--- config.mk ---
export PLATFORM = sky130hd
export DESIGN_NAME = oled_spi_rx
export DESIGN_NICKNAME = d
export VERILOG_FILES = /design/src/rtl/oled_spi_rx.sv
export SDC_FILE = /design/constraint.sdc
export NUM_CORES = 1
export LEC_CHECK = 0
export ABC_AREA = 1
export CORE_MARGIN = 4
export CORE_UTILIZATION = 53
export DETAILED_ROUTE_END_ITERATION = 16
export PLACE_DENSITY = 0.76
export SLEW_MARGIN = 20
export SYNTH_ARGS = -nofsm -noshare
export SYNTH_HDL_FRONTEND = slang
export SYNTH_SLANG_ARGS = --single-unit
--- constraint.sdc ---
create_clock -name clk -period 2.5 [get_ports clk]
set_input_delay 0.5 -clock clk [delete_from_list [all_inputs] [get_ports clk]]
set_output_delay 0.5 -clock clk [all_outputs]
set_load 0.05 [all_outputs]
--- src/rtl/oled_spi_rx.sv ---
// Receive side of the OLED SPI display link: deserialises SCLK/DATA/DC back into
// command/data bytes and buffers them in a show-ahead FIFO for an on-chip monitor.
module oled_spi_rx #(
    parameter int FIFO_DEPTH   = 4,
    parameter int SYNC_STAGES  = 2,
    parameter int IDLE_TIMEOUT = 255
) (
    input  logic        clk,
    input  logic        rst,
    input  logic        oled_spi_clk,
    input  logic        oled_spi_data,
    input  logic        oled_dc_n,
    input  logic        oled_reset_n,
    output logic [7:0]  rx_data,
    output logic        rx_dc,
    output logic        rx_valid,
    input  logic        rx_ready,
    output logic        rx_overflow,
    output logic        rx_frame_err,
    output logic [15:0] byte_count
);

    localparam int          AW          = $clog2(FIFO_DEPTH);
    localparam logic [AW:0] PTR_ONE     = (AW + 1)'(1);
    localparam logic [15:0] TIMEOUT_VAL = 16'(IDLE_TIMEOUT);

    typedef enum logic [1:0] {
        ST_HOLD  = 2'd0,
        ST_IDLE  = 2'd1,
        ST_SHIFT = 2'd2
    } state_t;

    logic [SYNC_STAGES-1:0] sclk_sync_r;
    logic [SYNC_STAGES-1:0] data_sync_r;
    logic [SYNC_STAGES-1:0] dc_sync_r;
    logic [SYNC_STAGES-1:0] rstn_sync_r;

    logic        sclk_dly_r;
    logic        rise_r;
    logic        bit_r;
    logic        dc_r;

    state_t      state_r;
    logic [2:0]  bit_cnt_r;
    logic [7:0]  shift_r;
    logic [15:0] timer_r;
    logic        frame_err_r;

    logic [8:0]  mem_r [FIFO_DEPTH];
    logic [AW:0] wr_ptr_r;
    logic [AW:0] rd_ptr_r;
    logic [7:0]  rx_data_r;
    logic        rx_dc_r;
    logic        rx_valid_r;
    logic        overflow_r;
    logic [15:0] byte_count_r;

    logic        hold_s;
    logic        full_s;
    logic        pop_s;
    logic        push_req_s;
    logic        push_ok_s;
    logic [8:0]  new_entry_s;
    logic [8:0]  head_s;
    logic [AW:0] rd_next_s;
    logic [AW:0] wr_next_s;

    // Identical synchroniser chains keep SCLK, DATA, DC and RESET_N mutually aligned.
    always_ff @(posedge clk or posedge rst) begin
        if (rst) begin
            sclk_sync_r <= {SYNC_STAGES{1'b0}};
            data_sync_r <= {SYNC_STAGES{1'b0}};
            dc_sync_r   <= {SYNC_STAGES{1'b0}};
            rstn_sync_r <= {SYNC_STAGES{1'b1}};
        end else begin
            sclk_sync_r <= {sclk_sync_r[SYNC_STAGES-2:0], oled_spi_clk};
            data_sync_r <= {data_sync_r[SYNC_STAGES-2:0], oled_spi_data};
            dc_sync_r   <= {dc_sync_r[SYNC_STAGES-2:0], oled_dc_n};
            rstn_sync_r <= {rstn_sync_r[SYNC_STAGES-2:0], oled_reset_n};
        end
    end

    // Registered rising-edge strobe with the data/DC bits that belong to it.
    always_ff @(posedge clk or posedge rst) begin
        if (rst) begin
            sclk_dly_r <= 1'b0;
            rise_r     <= 1'b0;
            bit_r      <= 1'b0;
            dc_r       <= 1'b0;
        end else begin
            sclk_dly_r <= sclk_sync_r[SYNC_STAGES-1];
            rise_r     <= sclk_sync_r[SYNC_STAGES-1] & ~sclk_dly_r;
            bit_r      <= data_sync_r[SYNC_STAGES-1];
            dc_r       <= dc_sync_r[SYNC_STAGES-1];
        end
    end

    // Push/pop decisions and the next FIFO head (write-through when the push lands on an empty queue).
    always_comb begin
        hold_s      = ~rstn_sync_r[SYNC_STAGES-1];
        full_s      = (wr_ptr_r[AW] != rd_ptr_r[AW]) && (wr_ptr_r[AW-1:0] == rd_ptr_r[AW-1:0]);
        pop_s       = rx_valid_r && rx_ready;
        new_entry_s = {dc_r, shift_r[6:0], bit_r};
        if (!hold_s && (state_r == ST_SHIFT) && rise_r && (bit_cnt_r == 3'd7)) begin
            push_req_s = 1'b1;
        end else begin
            push_req_s = 1'b0;
        end
        push_ok_s = push_req_s && (!full_s || pop_s);
        if (pop_s) begin
            rd_next_s = rd_ptr_r + PTR_ONE;
        end else begin
            rd_next_s = rd_ptr_r;
        end
        if (push_ok_s) begin
            wr_next_s = wr_ptr_r + PTR_ONE;
        end else begin
            wr_next_s = wr_ptr_r;
        end
        if (push_ok_s && (wr_ptr_r == rd_next_s)) begin
            head_s = new_entry_s;
        end else begin
            head_s = mem_r[rd_next_s[AW-1:0]];
        end
    end

    // FIFO storage; contents are only ever read after being written.
    always_ff @(posedge clk) begin
        if (push_ok_s) begin
            mem_r[wr_ptr_r[AW-1:0]] <= new_entry_s;
        end
    end

    // FIFO pointers, registered head/valid, sticky overflow and the byte counter.
    always_ff @(posedge clk or posedge rst) begin
        if (rst) begin
            wr_ptr_r     <= {(AW + 1){1'b0}};
            rd_ptr_r     <= {(AW + 1){1'b0}};
            rx_data_r    <= 8'h00;
            rx_dc_r      <= 1'b0;
            rx_valid_r   <= 1'b0;
            overflow_r   <= 1'b0;
            byte_count_r <= 16'h0000;
        end else if (hold_s) begin
            wr_ptr_r   <= {(AW + 1){1'b0}};
            rd_ptr_r   <= {(AW + 1){1'b0}};
            rx_valid_r <= 1'b0;
        end else begin
            wr_ptr_r   <= wr_next_s;
            rd_ptr_r   <= rd_next_s;
            rx_valid_r <= (wr_next_s != rd_next_s);
            if (wr_next_s != rd_next_s) begin
                rx_dc_r   <= head_s[8];
                rx_data_r <= head_s[7:0];
            end
            if (push_req_s && !push_ok_s) begin
                overflow_r <= 1'b1;
            end
            if (push_ok_s) begin
                byte_count_r <= byte_count_r + 16'd1;
            end
        end
    end

    // Receiver FSM and idle timer; a display reset (HOLD) overrides any edge in the same cycle.
    always_ff @(posedge clk or posedge rst) begin
        if (rst) begin
            state_r     <= ST_IDLE;
            bit_cnt_r   <= 3'd0;
            shift_r     <= 8'h00;
            timer_r     <= 16'h0000;
            frame_err_r <= 1'b0;
        end else begin
            frame_err_r <= 1'b0;
            if (rise_r) begin
                timer_r <= 16'h0000;
            end else if (timer_r != 16'hFFFF) begin
                timer_r <= timer_r + 16'd1;
            end
            if (hold_s) begin
                state_r   <= ST_HOLD;
                bit_cnt_r <= 3'd0;
                shift_r   <= 8'h00;
            end else begin
                case (state_r)
                    ST_HOLD: begin
                        state_r <= ST_IDLE;
                    end
                    ST_IDLE: begin
                        if (rise_r) begin
                            shift_r   <= {shift_r[6:0], bit_r};
                            bit_cnt_r <= 3'd1;
                            state_r   <= ST_SHIFT;
                        end
                    end
                    ST_SHIFT: begin
                        if (rise_r) begin
                            shift_r <= {shift_r[6:0], bit_r};
                            if (bit_cnt_r == 3'd7) begin
                                bit_cnt_r <= 3'd0;
                                state_r   <= ST_IDLE;
                            end else begin
                                bit_cnt_r <= bit_cnt_r + 3'd1;
                            end
                        end else if (timer_r == TIMEOUT_VAL) begin
                            frame_err_r <= 1'b1;
                            bit_cnt_r   <= 3'd0;
                            shift_r     <= 8'h00;
                            state_r     <= ST_IDLE;
                        end
                    end
                    default: begin
                        state_r   <= ST_IDLE;
                        bit_cnt_r <= 3'd0;
                    end
                endcase
            end
        end
    end

    assign rx_data      = rx_data_r;
    assign rx_dc        = rx_dc_r;
    assign rx_valid     = rx_valid_r;
    assign rx_overflow  = overflow_r;
    assign rx_frame_err = frame_err_r;
    assign byte_count   = byte_count_r;

endmodule

==> results of run 1 <==
## layout make-up
type / instances / area, um2
repair buffers: 47 / 450
inverters: 42 / 158
flip-flops and latches: 110 / 2940
multi-input cells: 355 / 1900
clock buffers: 10 / 128
fillers: 757 / 3420
clock inverters: 5 / 82.6
well taps: 129 / 161
## per-layer routing
metal	vias up	global-route usage	wire, um
met4	0	0.0759	216
met3	17	0.0251	305
met5	-	0	0
met2	77	0.336	5190
met1	1794	0.267	4610
li1	1847	-	-
## worst paths after layout
kind	startpoint	to	slack [ps]	depth (start not counted)
worst max-delay path	byte_count[5]	byte_count[5]	290	1
worst min-delay path	data_sync_r[1]	bit_r	350	0
worst max register to register	rise_r	byte_count[12]	480	9
worst min register to register	data_sync_r[1]	bit_r	350	0
max in group asynchronous	rst	state_r[0]	1500	3
min in group asynchronous	rst	sclk_sync_r[1]	400	2
## kinds of logic after synthesis
kind of cell / after synthesis
AOI/OAI and AO/OA: 74
xor gates and xnor gates: 19
adders and majority gates: 12
buffers and inverters: 53
DFF: 110
and+or+nand+nor: 250
## power by group through the flow
stage | logic, mW | registers (mW) | clock network, mW
2_1_floorplan | 0.250 | 2.07 | 0
3_3_place_gp | 0.305 | 2.11 | 0
3_5_place_dp | 0.318 | 2.11 | 0
4_1_cts | 0.318 | 2.08 | 1.16
5_1_grt | 0.369 | 2.09 | 1.24
6_report | 0.317 | 2.08 | 1.14
## metrics by stage
step                instances   util
floorplan                 518      -
finish                    698  0.630
CTS                       698  0.630
global route              698  0.630
global placement          683  0.607
detailed placement        683  0.607
## cells in the final DEF (no fill, tap or decap), types with 6 or more instances in the layout
cell type | netlist | layout
nand2_1 | 115 | 115
dfrtp_1 | 71 | 71
nor2_1 | 49 | 49
o21ai_0 | 40 | 40
nand3_1 | 38 | 38
edfxtp_1 | 36 | 36
inv_1 | 35 | 34
clkdlybuf4s50_1 | 0 | 34
xor2_1 | 13 | 13
ha_1 | 12 | 12
buf_4 | 1 | 12
nor3_1 | 10 | 10
o22ai_1 | 9 | 9
a21oi_1 | 9 | 9
nand4_1 | 9 | 9
clkbuf_8 | 0 | 9
inv_2 | 7 | 8
nand2_2 | 6 | 6
xnor2_1 | 6 | 6
a31oi_1 | 6 | 6
nor4_1 | 6 | 6
## state kept, by name, summed over array words and instances (netlist names), 2 cells and up
name / count
bit_cnt_r: 3
byte_count: 16
data_sync_r: 2
dc_sync_r: 2
mem_r: 36
rd_ptr_r: 3
rstn_sync_r: 2
rx_data: 8
sclk_sync_r: 2
shift_r: 7
state_r: 2
timer_r: 16
wr_ptr_r: 3
==> flow_summary_export.csv, run 1 <==
group,metric,value,unit
cts,clock_latency,370,ps
timing,hold_ws,349,ps
pwr,seqPwrFrac,0.589,
logic_synthesis,synthMuxAreaShare,0,
floorplan,ios,35,
global_route,grt_pass1_vias,3696,
critical_path,startpoint_type,"register",
timing,slew_headroom,0.603,
cells_and_area,stdcell_area,5820,um2
critical_path,cp.required,2000,ps
critical_path,cp-end-kind,"primary output",
critical_path,arrival,1710,ps
logic_synthesis,ys_ff_latch,110,
status,status,"finished, final reports clean",
global_route,grt_max_degree,36,
critical_path,critPathTopFamily,"buffers and inverters",
route,ant_nets,0,
timing,max_slew.worst_pin.slew,593,ps
timing,hold_viol,0,
timing,fin_worst_skew,19.3,ps
hold_path,hold_class,"register to register",
logic_synthesis,yosys.area_share.simple,0.232,
timing,maxSlewViolCount,0,
logic_synthesis,yosys_warnings,0,
route,wirelength,10300,um
place,gp_congestion,0.899,
cells_and_area,antennaDiodeCount,0,
place,dp_slack,147,ps
logic_synthesis,yosys-top-cells-count,"nand2_1, dfrtp_1, nor2_1",
logic_synthesis,yosysTopAreaCellShare,0.352,
critical_path,path_class,"register to primary output",
cells_and_area,final_nets,584,
logic_synthesis,syn_area,5050,um2
cts,cts_sinks,110,
timing,rsz0062_at_grt,"false",
pwr,pwr-share-comb,0.090,
global_route,gr-usage-all-layers,0.200,
logic_synthesis,syn_inst,518,
pwr,power_leakage,2.58,nW
cts,cts_resized,0,
logic_synthesis,synth.largest_area_cell,"dfrtp_1",
timing,tns,0,ps
floorplan,core,9240,um2
logic_synthesis,synth_edf_count,36,
place,placed_cell_area,5610,um2
route,via_per_inst,5.35,
critical_path,worstPathMaxFanout,6,
logic_synthesis,synth_top_family_by_area,"simple AND/OR/NAND/NOR gates",
pwr,worst_ir_drop_vdd,0.000328,V
critical_path,crit_path_cell_trace,"clkdlybuf4s50_1",
route,route.detailed.drc,0,
timing,worst_slack,288,ps
timing,fin_crit_sh,0.885,
floorplan,row_count,35,
timing,period_needed,2210,ps
logic_synthesis,async_reset_ff_frac,0.673,
floorplan,dieWidth,106,um
pwr,switchingPower,897,uW
cells_and_area,syn_to_final_growth,15.3,%
place,portBuffers,34,
logic_synthesis,ys_seq_area_frac,0.582,
logic_synthesis,avgSynthCellArea,9.74,um2
route,drt-pass1-iter-count,5,
logic_synthesis,synth_compound_area_frac,0.0818,
pwr,power.internal,2.63,mW
logic_synthesis,synth_flop_cell,"dfrtp_1",
run,max_cap_viol_count,0,
cts,htree_levels,3,
route,vias,3735,
critical_path,slowest_stage,"clkdlybuf4s50_1",
cts,cts_tree,"done",
critical_path,critPathBufInv,1,
cts,cts_buffer_depth,2,
pwr,power_frac_clock,0.322,
timing,clock.fmax,452,MHz
cts,clockRootBuffer,"clkbuf_8",
global_route,overflow,0,
cts,path_clk_slew,110,ps
route,post_drt_wl_per_cell,14.8,um
global_route,antenna_found_initial,0,
logic_synthesis,synth_fa_ha_area_frac,0.0298,
pwr,p_per_area,607,nW/um2
cells_and_area,drive_gt1_frac,0.104,
logic_synthesis,synth_nets,537,
route,drt_iter0_drc,213,
timing,setup_viol,0,
pwr,p_total,3.53,mW
logic_synthesis,synth.most_common_cell,"nand2_1",
floorplan,start_util,0.546,
place,dp_hpwl,7360,um
cts,postCtsHoldBufs,0,
floorplan,die-area,11100,um2
logic_synthesis,yosysUniqueCellTypes,39,
cts,cts_buffers,9,
pwr,switching_share,0.254,
logic_synthesis,synth_area_leaders,"dfrtp_1, edfxtp_1, nand2_1",
global_route,grt_pass1_wl,17900,um
floorplan,die_h,106,um
critical_path,slowest_delay,860,ps
cts,cts_setup_buffers,0,
logic_synthesis,synth-xor-area-share,0.0330,
Note: power is estimated with default switching activity, not from simulation.
==> run 2, diff against run 1 <==
--- a/config.mk
+++ b/config.mk
@@ -6,10 +6,11 @@
 export NUM_CORES = 1
 export LEC_CHECK = 0
 export ABC_AREA = 1
-export CORE_MARGIN = 4
-export CORE_UTILIZATION = 53
+export CORE_UTILIZATION = 57
 export DETAILED_ROUTE_END_ITERATION = 16
-export PLACE_DENSITY = 0.76
+export DONT_BUFFER_PORTS = 1
+export HOLD_SLACK_MARGIN = 0.1
+export PLACE_DENSITY = 0.75
 export SLEW_MARGIN = 20
 export SYNTH_ARGS = -nofsm -noshare
 export SYNTH_HDL_FRONTEND = slang
==> run 2 against run 1 <==
Against the previous run:
- die area is 17% lower
- worst hold slack worse by 250 ps
- first-iteration DRC count is 15% higher
- critical path depth is 10 higher
- sequential share of layout area is 3.0 points higher
- clock skew is 0.71 ps lower
- sequential power hardly changed
==> flow_summary_export.csv, run 2 (same netlist as run 1, synthesis figures left out) <==
group,metric,value,unit
timing,hold_ws,103,ps
global_route,grtUsageMet3,0.0482,
critical_path,slowest_stage,"dfrtp_1",
cts,cts_resized,0,
cells_and_area,final_cell_mix,"nand2_1, dfrtp_1, nor2_1, o21ai_0, nand3_1",
critical_path,reg2regPathDepth,11,
critical_path,cp.required,2760,ps
cts,clockRootBuffer,"clkbuf_8",
timing,hold_viol,0,
timing,period_needed,2090,ps
cts,clock_latency,370,ps
global_route,grt_pass1_vias,3451,
cells_and_area,n_fill_cell,681,
status,status,"finished, final reports clean",
timing,clock.fmax,478,MHz
pwr,power_leakage,2.49,nW
global_route,use_met1,0.305,
global_route,overflow,0,
global_route,antenna_found_initial,0,
route,drt_iter0_drc,246,
pwr,pwr-share-comb,0.088,
floorplan,dieWidth,96.1,um
critical_path,slowest_delay,610,ps
pwr,seqPwrFrac,0.601,
critical_path,critPathMostFrequentCell,"nand2_1",
place,dp_cells,631,
critical_path,path_class,"register to register",
timing,setup_viol,0,
hold_path,hold_class,"primary input to asynchronous set/reset pin",
global_route,grt_util_met2,0.382,
timing,fin_crit_sh,0.837,
global_route,grt_max_degree,75,
route,route.detailed.drc,0,
cells_and_area,drive_gt1_frac,0.120,
critical_path,crit_path_cell_trace,"nand2_1 -> inv_2 -> nand2_2 -> nor2_8 -> nand2_4 -> nor3b_4 -> nand2_1 -> nor2_1 -> nand2_1 -> nand2_1 -> nand2_1",
critical_path,arrival,2350,ps
cts,cts_buffers,9,
critical_path,critical_path_depth,11,
pwr,power.internal,2.57,mW
place,portBuffers,0,
cts,cts_setup_buffers,0,
route,ant_nets,0,
route,post_drt_wl_per_cell,15.4,um
critical_path,critPathTopFamily,"simple AND/OR/NAND/NOR gates",
cells_and_area,layoutNonFillerInstCount,647,
route,vias,3625,
floorplan,start_util,0.602,
critical_path,critPathBufInv,1,
cts,cts_sinks,110,
cells_and_area,final_common_cell,"nand2_1",
cts,htree_levels,3,
route,drt-pass1-iter-count,6,
critical_path,cp-end-kind,"register",
place,dp_hpwl,6980,um
cells_and_area,antennaDiodeCount,0,
floorplan,ios,35,
route,via_per_inst,5.60,
place,placed_cell_area,5280,um2
pwr,power_frac_clock,0.311,
place,gp_congestion,0.897,
pwr,p_total,3.45,mW
global_route,gr-usage-all-layers,0.235,
cells_and_area,stdcell_area,5490,um2
pwr,switching_share,0.255,
pwr,worst_ir_drop_vdd,0.000369,V
timing,rsz0062_at_grt,"false",
timing,fin_worst_skew,18.6,ps
cells_and_area,final_nets,556,
timing,slew_headroom,0.597,
critical_path,startpoint_type,"register",
critical_path,worstPathMaxFanout,18,
global_route,grt_pass1_wl,16200,um
global_route,top_usage_layer,"met2",
timing,max_slew.worst_pin.slew,604,ps
floorplan,die-area,9230,um2
floorplan,core,8380,um2
floorplan,die_h,96.1,um
cells_and_area,largest_reg_flops,36,
cts,cts_tree,"done",
run,max_cap_viol_count,0,
pwr,p_per_area,628,nW/um2
cells_and_area,syn_to_final_growth,8.78,%
cts,path_clk_slew,100,ps
cts,postCtsHoldBufs,0,
cts,cts_buffer_depth,2,
floorplan,row_count,33,
timing,maxSlewViolCount,0,
pwr,switchingPower,878,uW
timing,tns,0,ps
route,wirelength,9950,um
==> run 2: changes by cell type in the layout (fill, tap and decap cells not counted), sizes merged <==
cell           previous run  this run
clkdlybuf4s50            34         0
bufinv                    2         0
clkbuf                   10        15
clkinv                    2         0
buf                      13        19
==> run 2: power groups by stage <==
stage                     logic [mW]  clock network (mW)  registers, mW
after CTS                      0.305                1.10           2.07
after detailed placement       0.304                   0           2.11
after floorplan                0.250                   0           2.07
after global placement         0.293                   0           2.11
after global routing           0.353                1.17           2.09
final                          0.302                1.07           2.07
==> run 2: final cells by class <==
cell class / instances / area, um2 / share of cell area
flip-flops and latches: 110 / 2940 / 0.535
repair buffers: 19 / 155 / 0.0283
multi-input cells: 355 / 1900 / 0.346
well taps: 105 / 131 / 0.0239
clock inverters: 1 / 8.76 / 0.00160
clock buffers: 15 / 198 / 0.0360
inverters: 42 / 158 / 0.0287
==> run 2: through the flow <==
step                      utilization  setup WS, ps
after global routing            0.655           218
final                           0.655           408
after CTS                       0.655           385
after floorplan                     -           123
after detailed placement        0.630           401
after global placement          0.630           484
==> run 2: per-layer routing <==
layer / part of all wire / vias to the layer above
li1: - / 1786
met1: 0.44 / 1726
met2: 0.49 / 88
met3: 0.048 / 25
met4: 0.022 / 0
met5: 0 / -
==> run 2: worst paths after layout <==
kind	slack (ps)	endpoint	start
max reg2reg	410	byte_count[13]	rise_r
min	100	wr_ptr_r[2]	rst
max in group asynchronous	2080	state_r[0]	rst
min reg2reg	350	data_sync_r[1]	data_sync_r[0]
min in group clk	130	rstn_sync_r[0]	oled_reset_n
max	410	byte_count[13]	rise_r
